**src/rtl/inst_loader.sv**
```systemverilog
`default_nettype none
// ============================================================================
// Module   : inst_loader
// Brief    : Boot-time loader; assembles a little-endian byte stream into
//            32-bit words, writes instruction memory and releases core_rst.
//            Optional trailing checksum byte: define LOADER_CHECKSUM_EN.
// Revision : 1.0 - initial release
// ============================================================================
module inst_loader #(
   parameter int DEPTH = 64,
   parameter int LEN_W = 16
) (
   input  logic             clk,
   input  logic             rst,
   input  logic [7:0]       in_data,
   input  logic             in_valid,
   output logic             in_ready,
   input  logic             reload,
   output logic             mem_we,
   output logic [31:0]      mem_addr,
   output logic [31:0]      mem_wdata,
   output logic             core_rst,
   output logic             done,
   output logic             err,
   output logic [LEN_W-1:0] words_loaded
);

   typedef enum logic [2:0] {
      S_LEN0 = 3'd0,
      S_LEN1 = 3'd1,
      S_DATA = 3'd2,
`ifdef LOADER_CHECKSUM_EN
      S_CSUM = 3'd3,
`endif
      S_WAIT = 3'd4,
      S_RUN  = 3'd5,
      S_ERR  = 3'd6
   } state_t;

`ifdef LOADER_CHECKSUM_EN
   localparam state_t c_END = S_CSUM;
`else
   localparam state_t c_END = S_WAIT;
`endif
   localparam logic [LEN_W-1:0] c_DEPTH = LEN_W'(DEPTH);

   state_t           r_state;
   logic [7:0]       r_len_lo;
   logic [LEN_W-1:0] r_len;
   logic [1:0]       r_lane;

   logic             w_xfer;
   logic [LEN_W-1:0] w_len_n;
   logic [LEN_W-1:0] w_wl_next;
   logic [31:0]      w_addr;

   assign in_ready  = (r_state == S_LEN0) || (r_state == S_LEN1) ||
`ifdef LOADER_CHECKSUM_EN
                      (r_state == S_CSUM) ||
`endif
                      (r_state == S_DATA);
   assign w_xfer    = in_valid && in_ready;
   assign w_len_n   = LEN_W'({in_data, r_len_lo});
   assign w_wl_next = words_loaded + LEN_W'(1);
   assign w_addr    = 32'(words_loaded) << 2;

`ifdef LOADER_CHECKSUM_EN
   logic [7:0] r_sum;
   logic [7:0] w_sum_next;
   assign w_sum_next = r_sum + in_data;
`endif

   always_ff @(posedge clk or posedge rst) begin
      if (rst) begin
         r_state      <= S_LEN0;
         r_len_lo     <= 8'd0;
         r_len        <= '0;
         r_lane       <= 2'd0;
         mem_we       <= 1'b0;
         mem_addr     <= 32'd0;
         mem_wdata    <= 32'd0;
         core_rst     <= 1'b1;
         done         <= 1'b0;
         err          <= 1'b0;
         words_loaded <= '0;
`ifdef LOADER_CHECKSUM_EN
         r_sum        <= 8'd0;
`endif
      end else begin
         // Status outputs follow the state one cycle later, so core_rst
         // drops one edge after entering RUN and never glitches.
         mem_we   <= 1'b0;
         core_rst <= (r_state != S_RUN);
         done     <= (r_state == S_RUN);
         err      <= (r_state == S_ERR);
`ifdef LOADER_CHECKSUM_EN
         if (w_xfer)
            r_sum <= w_sum_next;
`endif
         case (r_state)
            S_LEN0: begin
               if (w_xfer) begin
                  r_len_lo <= in_data;
                  r_state  <= S_LEN1;
               end
            end
            S_LEN1: begin
               if (w_xfer) begin
                  r_len <= w_len_n;
                  if (w_len_n > c_DEPTH)
                     r_state <= S_ERR;
                  else if (w_len_n == '0)
                     r_state <= c_END;
                  else
                     r_state <= S_DATA;
               end
            end
            S_DATA: begin
               if (w_xfer) begin
                  mem_wdata[{r_lane, 3'b000} +: 8] <= in_data;
                  r_lane <= r_lane + 2'd1;
                  if (r_lane == 2'd3) begin
                     mem_we       <= 1'b1;
                     mem_addr     <= w_addr;
                     words_loaded <= w_wl_next;
                     if (w_wl_next == r_len)
                        r_state <= c_END;
                  end
               end
            end
`ifdef LOADER_CHECKSUM_EN
            S_CSUM: begin
               if (w_xfer)
                  r_state <= (w_sum_next == 8'd0) ? S_WAIT : S_ERR;
            end
`endif
            S_WAIT: r_state <= S_RUN;
            S_RUN, S_ERR: begin
               if (reload) begin
                  r_state      <= S_LEN0;
                  r_lane       <= 2'd0;
                  words_loaded <= '0;
`ifdef LOADER_CHECKSUM_EN
                  r_sum        <= 8'd0;
`endif
               end
            end
            default: r_state <= S_LEN0;
         endcase
      end
   end

endmodule
`default_nettype wire

```
**config.mk**
```make
export PLATFORM = sky130hd
export DESIGN_NAME = inst_loader
export DESIGN_NICKNAME = d
export VERILOG_FILES = /design/src/rtl/inst_loader.sv
export SDC_FILE = /design/constraint.sdc
export NUM_CORES = 1
export LEC_CHECK = 0
export ABC_AREA = 1
export BUFFER_PORTS_ARGS = -buffer_cell sky130_fd_sc_hd__buf_4
export CAP_MARGIN = 30
export CORE_MARGIN = 2
export CORE_UTILIZATION = 57
export CTS_BUF_LIST = sky130_fd_sc_hd__clkbuf_8
export CTS_CLUSTER_SIZE = 20
export DETAILED_ROUTE_END_ITERATION = 16
export GPL_TIMING_DRIVEN = 1
export PLACE_DENSITY = 0.92
export REMOVE_ABC_BUFFERS = 1
export SLEW_MARGIN = 20
export SYNTH_ARGS = -nofsm -noshare
export SYNTH_HDL_FRONTEND = slang
export SYNTH_SLANG_ARGS = --single-unit
```
**constraint.sdc**
```tcl
create_clock -name clk -period 3 [get_ports clk]
set_input_delay 0.15 -clock clk [delete_from_list [all_inputs] [get_ports clk]]
set_output_delay 0.15 -clock clk [all_outputs]
set_load 0.005 [all_outputs]
```
==> impl_summary.md, run 1 <==
STA
The routed design could run at a clock period as short as 2.44 ns. At the pin with the least slew margin, the transition time is 0.848 ns. The maximum achievable frequency is 411 MHz. Adding up every negative setup slack in the final design gives 0 ns. The worst hold margin is 0.0112 ns. Of the available clock period, the critical path in the final layout requires 0.812. The number of pins exceeding their max-slew limit in the final report was 0. Setup repair after global routing left no endpoint under its margin. The number of hold-slack violations in the final timing report came to 0. Headroom to the max-slew limit came out at 0.434. The final count of negative-setup-slack endpoints is 0. Clock skew on the completed layout was measured at 0.00826 ns.

Power and ir drop
The maximum vdd drop is 443 uV. The ratio of total power to cell area is 881 mW/mm^2. The share of power burned in registers is 0.420. Of the total power, the share spent switching nets is 0.421. In this run the static leakage power is 2.93 nW.

The share of total power dissipated in the clock network is 0.161. Cell internal power was estimated by the tool at 2.95 mW. The combinational share of power is 0.419. Summed over all nets, the switching power comes to 2.14 mW.

Route
Using the TritonRoute via totals, the vias-per-cell ratio works out to 5.57. The total detailed-routing wirelength is 11700 um. The per-cell routed wire length is 15.0 um. The first routing iteration left 320 violations. In the routed design, unresolved DRC markers number 0.

The via total after detailed routing is 4337. Once detail routing completed, the nets flagged for antenna violations numbered 0. The number of detailed-route iterations in the first pass is 5.

Worst setup path
The top fanout value on the critical path is 38. The arrival time at the worst endpoint is 2.73 ns. The type of the worst setup path is register to register.

The required time reported for the critical path endpoint is 3.30 ns. The startpoint identified for the worst register-to-register timing path is r_state[0]. The capture point of the worst reg-to-reg path is words_loaded[14]. The worst setup path is captured at a register.

For flop-to-flop paths, the worst setup slack is 0.56 ns. The category of the worst setup path launch point is a register. The cell depth of the worst flop-to-flop path is 11.

Floorplanning
The placement row count is 34. The total I/O pin count is 97. For this configuration, the core starts out at a cell density of 0.580.

The total area inside the core boundary comes to 0.00859 sq mm. Measured along the x axis, the die boundary spans 97.5 um. The die covers 0.00951 sq mm. The height of the die is 97.5 um.

Yosys
Of the total synthesized cell area, the portion taken by AND, OR, NAND and NOR gates is 0.272. The count of cell types in the netlist is 37. The post-synthesis compound-gate area fraction is 0.116.

The post-synthesis register bit count is 97. The cell type with the largest total area after synthesis is dfrtp_1. The netlist area before placement is 0.00499 sq mm. After synthesis, the largest family of logic cells by area is simple AND/OR/NAND/NOR gates. Yosys attributes the largest share of cell area to dfrtp_1 (48%), nand2_1 (11%), o21ai_0 (7.9%). The mean area per synthesized cell is 8.47 sq um. Of the total synthesized cell area, the portion taken by full adders, half adders and majority gates is 0.0176. The leading register cell type out of synthesis is dfrtp_1. The synthesis warning total is 0.

For this run, the register share of the synthesized area comes to 0.487. The xor and xnor area share after synthesis is 0.00978. The fraction of post-synthesis cell area in the top cell type by area is 0.482.

The synthesized design contains 0 enable-type register cells. The post-synthesis cell count is 589. Counting flops with an async set or reset pin after synthesis yields a share of 1.00. The multiplexer fraction of the synthesized cell area is 0.00452.

Cells and area
The most common cell after layout, fill and taps aside is nand2_1. Of the cells placed in the final design, the portion with a size suffix greater than 1 is 0.221. The final cell count without fillers is 779. The finished cells cover 0.00577 sq mm. Relative to the synthesized area, the layout overhead comes to 15.8%. The repair_antennas step left the layout with diodes totalling 0. The post-layout net count is 685. For this run, the share of the core covered by cells in the final layout is 0.672. In the layout the commonest cells are nand2_1 (149), dfrtp_1 (96), buf_4 (84), o21ai_0 (79), inv_1 (47). After filler insertion, the fill cell instance count of the layout stands at 702.

Global routing
In the global route stage, overall resource usage came out at 0.253. Global routing finished with a remaining overflow of 0. The pin count of the biggest net entering global routing is 40.

The first global-routing pass estimated 19600 um of wire. The number of global-route vias before repair is 4177. The number of antenna violations at the first check in global routing is 0.

Clock network
The clock latency on the worst-skew pair is 0.37 ns. The maximum root-to-sink buffer count is 2. For this design, the sink count on the clock tree is 97.

Counting the buffers created by CTS gives 9. The cell sitting at the root of the clock tree is a clkbuf_8. The number of H-tree levels is 3. Clock-pin slew was measured on the worst setup and hold paths at 0.10 ns. TritonCTS built the clock tree.

Placed design
At the end of routability-driven placement, the weighted congestion stood at 0.934. The cell count after placement is 761. The post-place instance area is 0.00557 sq mm. Detailed placement finished with a half-perimeter wire length of 8410 um. The count of input and output buffers is 80.

Flow run
The max-capacitance violation count is 0.

Hold path
In this run the most critical hold path is launched from in_data[1]. The min-delay analysis places its worst path in the category input port to register. Counting instances, the worst hold path has a depth of 3. For hold timing, the worst endpoint is mem_wdata[1].

Run status
The flow ran to the end, and the final reports show no timing, DRC or antenna violations.
[sequential cells by signal, indices dropped and copies added, names as in the netlist]
| name | count |
|---|---|
| core_rst | 1 |
| done | 1 |
| err | 1 |
| mem_addr | 16 |
| mem_wdata | 32 |
| mem_we | 1 |
| r_lane | 2 |
| r_len | 16 |
| r_len_lo | 8 |
| r_state | 3 |
| words_loaded | 16 |
[worst max path at each step]
stage               slack, ns                to       start
floorplan                0.32              done         rst
global placement         0.71  words_loaded[10]  r_state[1]
detailed placement       0.60  words_loaded[13]  r_state[1]
CTS                      0.58  words_loaded[13]  r_state[1]
global route             0.32  words_loaded[13]  r_state[1]
finish                   0.56  words_loaded[14]  r_state[0]
[worst max-delay path, cell delays in order (launching register included)]
cell and delay, ns:
dfrtp_1 0.45, nor2_2 0.13, inv_2 0.07, nor2_4 0.12, inv_4 0.07, nor2_4 0.10, inv_2 0.24, a21oi_2 0.29
inv_2 0.07, nor2_4 0.54, nand4_1 0.16, o21ai_0 0.11
[cell usage after synthesis, drive strengths merged, types with 2 or more instances]
master / number
a21oi: 3
xor2: 2
nand2: 152
inv: 56
clkbuf: 13
ha: 7
nor3: 3
nand3: 47
o22ai: 6
nand4: 30
buf: 22
dfrtp: 96
o21ai: 89
nand3b: 8
nor2: 47
mux2: 2
[layout make-up]
| type | count | area (sq um) | share of cell area |
|---|---|---|---|
| tap | 108 | 135 | 0.0234 |
| clock inverter | 7 | 62.6 | 0.0108 |
| multi-input combinational | 415 | 2150 | 0.373 |
| timing repair buffer | 86 | 651 | 0.113 |
| inverter | 57 | 218 | 0.0377 |
| sequential | 97 | 2430 | 0.421 |
| clock buffer | 9 | 124 | 0.0215 |
[power by group through the flow]
stage               logic (mW)  clock network, mW  registers [mW]
global placement          2.03                  0            2.12
global route              2.38              0.892            2.20
CTS                       2.14              0.830            2.13
finish                    2.13              0.820            2.14
detailed placement        2.12                  0            2.15
floorplan                 1.29                  0            2.10
[per-layer routing]
| metal | up-vias | GRT usage | wire [um] |
|---|---|---|---|
| li1 | 2070 | - | - |
| met1 | 2023 | 0.336 | 4790 |
| met2 | 206 | 0.404 | 5620 |
| met3 | 38 | 0.0439 | 924 |
| met4 | 0 | 0.124 | 367 |
| met5 | - | 0 | 0 |
[cell families (layout without fill, tap and decap cells)]
family	Yosys count	count (layout)
DFF	97	97
muxes	2	2
and+or+nand+nor	287	287
other	1	16
adders and majority gates	7	7
AOI/OAI and AO/OA	99	99
buffers and inverters	92	159
xor gates and xnor gates	4	4
[timing repair]
item	4_1_cts	5_1_grt
buffers inserted	0	0
hold buffers	2	0
endpoints found under the setup margin	0	0
endpoints found under the hold margin	35	0
resized for setup	0	0
[through the flow]
| step | power [mW] | setup WS (ns) |
|---|---|---|
| after CTS | 5.09 | 0.581 |
| final | 5.09 | 0.565 |
| after global routing | 5.47 | 0.319 |
| after floorplan | 3.39 | 0.318 |
| after detailed placement | 4.27 | 0.600 |
| after global placement | 4.15 | 0.713 |
No activity file was read; power rests on OpenSTA's default activity.
==> run 2, diff against run 1 <==
--- a/config.mk
+++ b/config.mk
@@ -5,7 +5,7 @@
 export SDC_FILE = /design/constraint.sdc
 export NUM_CORES = 1
 export LEC_CHECK = 0
-export ABC_AREA = 1
+export ABC_AREA = 0
 export BUFFER_PORTS_ARGS = -buffer_cell sky130_fd_sc_hd__buf_4
 export CAP_MARGIN = 30
 export CORE_MARGIN = 2
@@ -14,7 +14,7 @@
 export CTS_CLUSTER_SIZE = 20
 export DETAILED_ROUTE_END_ITERATION = 16
 export GPL_TIMING_DRIVEN = 1
-export PLACE_DENSITY = 0.92
+export PLACE_DENSITY = 0.93
 export REMOVE_ABC_BUFFERS = 1
 export SLEW_MARGIN = 20
 export SYNTH_ARGS = -nofsm -noshare
==> constraint.sdc (replaced) <==
create_clock -name clk -period 2.25 [get_ports clk]
set_input_delay 0.1125 -clock clk [delete_from_list [all_inputs] [get_ports clk]]
set_output_delay 0.1125 -clock clk [all_outputs]
set_load 0.005 [all_outputs]
==> run 2 against run 1 <==
  * Wire length is 6.8% lower
  * Final area is 2.3% lower
  * Synthesized area is 5.3% lower
  * Non-clock buffer count is 12 higher
  * Sequential share of layout area is 1.1 points higher
  * Clock skew is 0.0024 ns higher
  * Clock-buffer cell count is 1 higher
  * Sequential cell count stayed put
  * Clock power is 35% higher
  * Synthesized cell count is 19% lower
  * Combinational power is 17% lower
  * Critical path depth is 5 lower
  * Critical path type unchanged
  * Largest power group unchanged
==> impl_summary.md, run 2 <==
STA
The transition time at the pin with the least slew margin came to 0.635 ns (was 0.848 ns). The setup slack after layout was 0.144 ns (was 0.565 ns). The maximum achievable frequency is 475 MHz (was 411 MHz).

The number of hold-slack violations in the final timing report is 0 (unchanged). The headroom to the max-slew limit was 0.576 (was 0.434). Setup repair after global routing missed its margin: no (unchanged). The worst-case clock skew is 0.0106 ns (was 0.00826 ns). The final cycle utilization of the critical path is 0.936 (was 0.812). The final count of negative-setup-slack endpoints came to 0 (unchanged). The final critical-path required period is 2.11 ns (was 2.44 ns). The number of pins exceeding their max-slew limit in the final report is 0 (unchanged).

Worst setup path
The category of the worst setup path launch point is a register (unchanged). The cell depth of the worst flop-to-flop path is 6 (was 11). The minimum setup slack among reg-to-reg paths is 0.14 ns (was 0.56 ns).

The cell with the biggest individual delay on the critical path is dfrtp_1 (was nor2_4). The top fanout value on the critical path came to 9 (was 38). The beginning of the worst register-to-register path was words_loaded[6] (was r_state[0]). The type of the worst setup path is register to register (unchanged). The required time reported for the critical path endpoint is 2.52 ns (was 3.30 ns). The capture point of the worst reg-to-reg path is r_state[1] (was words_loaded[14]). The endpoint kind of the worst setup timing path is a register (unchanged). The largest stage delay on the critical path is 0.57 ns (was 0.54 ns). The arrival time at the worst endpoint is 2.38 ns (was 2.73 ns). Cell chain of the critical path: nand3_1 -> nor4_4 -> xnor2_1 -> o2111a_1 -> nand4_1 -> a21o_1 (was nor2_2 -> inv_2 -> nor2_4 -> inv_4 -> nor2_4 -> inv_2 -> a21oi_2 -> inv_2 -> nor2_4 -> nand4_1 -> o21ai_0).

Yosys
The mean area per synthesized cell is 9.94 sq um (was 8.47 sq um). The share of flip-flops with an asynchronous set or reset is 1.00 (unchanged). The count of cell types in the netlist is 49 (was 37). The post-synthesis register bit count is 97 (unchanged). Cell types with the highest counts after synthesis: dfrtp_1 (96), nand2_1 (96), o21ai_0 (40), o21ai_1 (28) (was nand2_1 (149), dfrtp_1 (96), o21ai_0 (79), inv_1 (48), nand3_1 (45)). The fraction of post-synthesis cell area in the top cell type by area is 0.509 (was 0.482). The proportion of synthesized chip area in sequential cells is 0.514 (was 0.487). The cell type with the largest total area after synthesis is dfrtp_1 (unchanged). The post-synthesis cell count is 475 (was 589). The synthesis warning total came to 0 (unchanged). The count of flip-flops with a built-in enable after synthesis is 0 (unchanged). Top cells by area in the synthesized netlist: dfrtp_1 (51%), nand2_1 (7.6%), mux2_2 (4.8%) (was dfrtp_1 (48%), nand2_1 (11%), o21ai_0 (7.9%)).

The netlist area before placement is 0.00472 sq mm (was 0.00499 sq mm). The leading register cell type out of synthesis is dfrtp_1 (unchanged).

Placed design
The detailed placement HPWL was 7900 um (was 8410 um). The cell count after placement is 652 (was 761). The count of input and output buffers was 80 (unchanged). The routability-driven placement congestion ratio came to 0.928 (was 0.934). The worst setup timing slack at the placement stage was 0.0808 ns (was 0.600 ns).

Clock network
The maximum root-to-sink buffer count is 2 (unchanged). The CTS root buffer is clkbuf_8 (unchanged). The clock transition at the registers of the reported paths is 0.10 ns (about the same).

The number of buffers added by the clock tree synthesis step was 9 (unchanged). The clock latency on the worst-skew pair is 0.38 ns (was 0.37 ns). The number of H-tree levels came to 3 (unchanged). The number of sinks handled by clock tree synthesis is 97 (unchanged).

The TritonCTS clock tree is done (unchanged).

Cells and area
The utilization after layout is 0.694 (was 0.672). Most frequent cells in the layout: nand2_1 (96), buf_4 (96), dfrtp_1 (92), o21ai_0 (40), o21ai_1 (28) (was nand2_1 (149), dfrtp_1 (96), buf_4 (84), o21ai_0 (79), inv_1 (47)). The antenna cell count is 0 (unchanged). The final cell count without fillers came to 669 (was 779). The flip-flop count of the largest register, all copies and words added is 32 (unchanged). The post-layout net count is 578 (was 685). The layout overhead on the synthesized area was 19.5% (was 15.8%).

The register with the most flip-flops is mem_wdata (unchanged). The share of layout cells above drive strength 1 is 0.261 (was 0.221).

Hold path
The class of the tightest hold or removal check was input port to register (unchanged). The sink of the worst hold path is r_len[9] (was mem_wdata[1]). The startpoint of the lowest-slack hold path is in_data[1] (unchanged).

The number of cells traversed by the worst hold path is 3 (unchanged).

Route
The residual DRC count is 0 (unchanged). The number of detailed-route iterations in the first pass is 4 (was 5). The via total after detailed routing is 3768 (was 4337). The per-cell routed wire length is 16.3 um (was 15.0 um). The DRC marker count from the first detailed-route iteration is 188 (was 320). The number of nets still failing antenna checks after routing is 0 (unchanged).

The detail-routed via count per cell is 5.63 (was 5.57). The total detailed-routing wirelength was 10900 um (was 11700 um).

Floorplanning
The height of the die came to 95.0 um (was 97.5 um). The placement row count is 33 (was 34). The total I/O pin count is 97 (unchanged). The die outline area was 0.00903 sq mm (was 0.00951 sq mm). The area of the core region is 0.00813 sq mm (was 0.00859 sq mm). The initial core utilization is 0.580 (about the same). The horizontal die dimension is 95.0 um (was 97.5 um).

Flow run
The max-capacitance violation count was 0 (unchanged).

Power and ir drop
The ratio of total power to cell area is 957 mW/mm^2 (was 881 mW/mm^2). The leakage power total is 2.70 nW (was 2.93 nW). The maximum vdd drop is 568 uV (was 443 uV).

Global routing
The remaining global-route overflow is 0 (unchanged). The wire length of the first global-routing pass is 17900 um (was 19600 um). The number of global-route vias before repair is 3639 (was 4177). The pin count of the biggest net entering global routing was 38 (was 40). The number of antenna violations at the first check in global routing was 0 (unchanged).

The total global-route track usage is 0.260 (was 0.253).

Run status
Run status: finished clean (unchanged).
==> run 2: cell type report <==
type | instances | area, sq um
fill | 631 | 2490
sequential | 97 | 2430
multi-input combinational | 344 | 2100
timing repair buffer | 98 | 751
clock buffer | 10 | 138
tap | 105 | 131
clock inverter | 6 | 57.6
inverter | 9 | 35.0
==> run 2: cell families after synthesis <==
kind of cell | after synthesis | synth area share
AOI/OAI and AO/OA | 95 | 0.114
xor gates and xnor gates | 22 | 0.0408
adders and majority gates | 7 | 0.0186
buffers and inverters | 49 | 0.0565
DFF | 97 | 0.514
muxes | 37 | 0.0883
other | 1 | 0.000794
and+or+nand+nor | 167 | 0.167
==> run 2: worst max-delay path by stage <==
stage	start	endpoint	slack (ns)	cells after the start
finish	words_loaded[6]	r_state[1]	0.14	6
global route	words_loaded[4]	r_state[1]	0.02	6
CTS	words_loaded[4]	r_state[1]	0.07	6
detailed placement	words_loaded[4]	r_state[1]	0.08	6
global placement	words_loaded[6]	r_state[1]	0.29	6
floorplan	rst	done	-0.39	1
==> run 2: repair_timing <==
item | 4_1_cts | 5_1_grt
hold buffers | 1 | 0
endpoints found under the setup margin | 0 | 2
endpoints found under the hold margin | 34 | 0
setup buffers | 0 | 0
resized for setup | 0 | 6
==> run 2: layer usage <==
metal	track usage	vias up	wire (um)
li1	-	1767	-
met1	0.334	1837	4600
met2	0.423	140	5390
met3	0.0662	24	629
met4	0.104	0	293
met5	0	-	0
==> run 2: critical path: cells and delay by family, from the launching register on <==
kind             cells  cell delay [ns]
AO/OA/AOI/OAI        2             0.43
XOR/XNOR             1             0.16
flip-flops           1             0.57
AND/OR/NAND/NOR      3             0.85
==> run 2: power breakdown <==
group | internal, mW | switching, mW
sequential | 2.19 | 0.342
clock | 0.457 | 0.654
combinational | 0.894 | 0.869
total | 3.54 | 1.86
==> run 2: stage by stage <==
step	power, mW	area (sq um)	setup TNS (ns)	hold slack (ns)
2_1_floorplan	3.42	4540	-37.88	0.229
3_3_place_gp	4.21	5420	0	0.220
3_5_place_dp	4.32	5420	0	0.222
4_1_cts	5.43	5620	0	0.0165
5_1_grt	5.78	5640	0	0.0200
6_report	5.40	5640	0	0.0252
==> run 3, diff against run 2 <==
--- a/config.mk
+++ b/config.mk
@@ -9,13 +9,14 @@
 export BUFFER_PORTS_ARGS = -buffer_cell sky130_fd_sc_hd__buf_4
 export CAP_MARGIN = 30
 export CORE_MARGIN = 2
-export CORE_UTILIZATION = 57
+export CORE_UTILIZATION = 30
 export CTS_BUF_LIST = sky130_fd_sc_hd__clkbuf_8
 export CTS_CLUSTER_SIZE = 20
 export DETAILED_ROUTE_END_ITERATION = 16
 export GPL_TIMING_DRIVEN = 1
-export PLACE_DENSITY = 0.93
+export PLACE_DENSITY = 0.59
 export REMOVE_ABC_BUFFERS = 1
+export SETUP_SLACK_MARGIN = 0.2
 export SLEW_MARGIN = 20
 export SYNTH_ARGS = -nofsm -noshare
 export SYNTH_HDL_FRONTEND = slang
==> run 3 against run 2 <==
  * Non-clock buffer count is 7 higher
  * Worst hold slack better by 0.0049 ns
  * Total power increased by 0.27%
  * Critical endpoint is now mem_addr[5]
  * Core utilization decreased by 31 points
  * Via count decreased by 2.4%
  * Combinational power about the same
  * Register-to-register slack better by 0.22 ns
==> impl_summary.md, run 3 (same netlist as run 2, synthesis figures left out) <==
Cells and area
The flip-flop count of the largest register, all copies and words added is 32 (unchanged). The layout overhead on the synthesized area came to 23.8% (was 19.5%). The post-route cell area was 0.00584 sq mm (was 0.00564 sq mm). The register with the most flip-flops is mem_wdata (unchanged). The most common cell after layout, fill and taps aside is buf_4. The area of all sequential standard cells is 0.00244 sq mm (was 0.00243 sq mm). The share of layout cells above drive strength 1 is 0.280 (was 0.261). The post-layout net count is 585 (was 578). The antenna cell count is 0 (unchanged). The filler cell count came to 1535 (was 631).

Most frequent cells in the layout: buf_4 (102), nand2_1 (96), dfrtp_1 (87), o21ai_0 (40), o21ai_1 (28) (was nand2_1 (96), buf_4 (96), dfrtp_1 (92), o21ai_0 (40), o21ai_1 (28)). The multi-input combinational cell area is 0.00211 sq mm (was 0.00210 sq mm).

Worst setup path
The beginning of the worst register-to-register path is r_state[0] (was words_loaded[6]). The category of the worst setup path launch point is a register (unchanged). The top fanout value on the critical path came to 24 (was 9).

The capture point of the worst reg-to-reg path is mem_addr[5] (was r_state[1]). The endpoint kind of the worst setup timing path is a register (unchanged). The required time reported for the critical path endpoint is 2.50 ns (was 2.52 ns). The arrival time at the worst endpoint is 2.14 ns (was 2.38 ns). The cell depth of the worst flop-to-flop path is 5 (was 6). The minimum setup slack among reg-to-reg paths is 0.36 ns (was 0.14 ns). The type of the worst setup path is register to register (unchanged).

Hold path
The sink of the worst hold path is mem_wdata[14] (was r_len[9]). The startpoint of the lowest-slack hold path is in_data[6] (was in_data[1]). The class of the tightest hold or removal check is input port to register (unchanged). The number of cells traversed by the worst hold path is 3 (unchanged).

Route
The DRC marker count from the first detailed-route iteration came to 327 (was 188). The via total after detailed routing is 3679 (was 3768). The per-cell routed wire length came to 15.0 um (was 16.3 um). The total detailed-routing wirelength is 11700 um (was 10900 um).

The number of nets still failing antenna checks after routing came to 0 (unchanged). The number of detailed-route iterations in the first pass is 4 (unchanged). The residual DRC count is 0 (unchanged). The detail-routed via count per cell is 4.70 (was 5.63).

Clock network
The TritonCTS clock tree is done (unchanged). The number of H-tree levels was 3 (unchanged). The maximum root-to-sink buffer count came to 2 (unchanged).

The number of sinks handled by clock tree synthesis is 97 (unchanged). The CTS root buffer is clkbuf_8 (unchanged). The number of buffers added by the clock tree synthesis step is 9 (unchanged). The clock transition at the registers of the reported paths is 0.09 ns (was 0.10 ns). The clock latency on the worst-skew pair was 0.38 ns (about the same).

Floorplanning
The height of the die is 129 um (was 95.0 um). The initial core utilization came to 0.308 (was 0.580). The horizontal die dimension came to 129 um (was 95.0 um). The placement row count is 45 (was 33). The area of the core region is 0.0153 sq mm (was 0.00813 sq mm).

The total I/O pin count is 97 (unchanged). The die outline area is 0.0168 sq mm (was 0.00903 sq mm).

Global routing
The pin count of the biggest net entering global routing is 69 (was 38). The wire length of the first global-routing pass is 18800 um (was 17900 um). The number of antenna violations at the first check in global routing is 0 (unchanged). The number of global-route vias before repair was 3557 (was 3639).

The remaining global-route overflow is 0 (unchanged). The total global-route track usage is 0.146 (was 0.260).

Power and ir drop
The leakage power total is 2.72 nW (was 2.70 nW). The total power consumption of the routed design is 5.42 mW (was 5.40 mW). The maximum vdd drop is 482 uV (was 568 uV).

The ratio of total power to cell area is 927 mW/mm^2 (was 957 mW/mm^2).

STA
The final count of negative-setup-slack endpoints is 0 (unchanged). The maximum achievable frequency is 530 MHz (was 475 MHz). The worst-case clock skew is 0.0138 ns (was 0.0106 ns). The final critical-path required period is 1.89 ns (was 2.11 ns). The headroom to the max-slew limit is 0.637 (was 0.576). The transition time at the pin with the least slew margin is 0.544 ns (was 0.635 ns). The final cycle utilization of the critical path came to 0.838 (was 0.936).

Setup repair after global routing missed its margin: no (unchanged). The number of hold-slack violations in the final timing report is 0 (unchanged). The number of pins exceeding their max-slew limit in the final report is 0 (unchanged).

Run status
Run status: finished clean (unchanged).

Placed design
The detailed placement HPWL is 8130 um (was 7900 um). The post-place instance area was 0.00556 sq mm (was 0.00542 sq mm). The count of input and output buffers is 80 (unchanged). The routability-driven placement congestion ratio is 0.849 (was 0.928).

Flow run
The max-capacitance violation count is 0 (unchanged).
-- run 3: worst max-delay path, stage by stage (launching register included) --
cell      delay, ns
dfrtp_1        0.47
nand2b_1       0.24
nor2_2         0.17
nand2_2        0.08
inv_2          0.41
mux2_1         0.38
-- run 3: routing by layer --
metal	global-route usage	routed length, um	up-vias
met4	0.0449	121	0
met1	0.193	5430	1796
li1	-	-	1777
met2	0.233	5590	98
met3	0.0405	573	8
met5	0	0	-
-- run 3: layout make-up --
class                           instances  share of cell area
Clock inverter                          4             0.00471
Timing Repair Buffer                  105               0.138
Tap cell                              211              0.0452
Multi-Input combinational cell        344               0.360
Clock buffer                           12              0.0283
Sequential cell                        97               0.417
Inverter                                9             0.00621
-- run 3: stage by stage --
stage | setup WS, ns | setup TNS, ns | instances | util | hold slack, ns
after detailed placement | 0.249 | 0 | 759 | 0.363 | 0.149
after CTS | 0.226 | 0 | 777 | 0.377 | 0.0133
after global routing | 0.205 | 0 | 782 | 0.382 | 0.00759
after global placement | 0.291 | 0 | 759 | 0.363 | 0.148
after floorplan | -0.395 | -37.88 | 450 | - | 0.229
final | 0.363 | 0 | 782 | 0.382 | 0.0301
-- run 3: worst max-delay path by stage --
stage,startpoint,end,slack [ns],cells after the start
2_1_floorplan,rst,done,-0.39,1
3_3_place_gp,words_loaded[0],r_state[1],0.29,7
3_5_place_dp,words_loaded[1],r_state[1],0.25,7
4_1_cts,words_loaded[1],r_state[1],0.23,7
5_1_grt,words_loaded[3],r_state[1],0.21,6
6_report,r_state[0],mem_addr[5],0.36,5
-- run 3: report_power, final --
part,total [mW],leakage (nW),internal [mW],switching (mW)
clock,1.10,0.0960,0.491,0.614
combinational,1.77,1.34,0.919,0.846
sequential,2.55,1.29,2.19,0.358
total,5.42,2.72,3.60,1.82
-- run 3: repair_timing --
| item | 4_1_cts | 5_1_grt |
|---|---|---|
| hold buffers | 2 | 0 |
| endpoints found under the hold margin | 29 | 0 |
| setup buffers | 0 | 5 |
| setup endpoints to repair | 0 | 2 |
| resized for setup | 0 | 14 |
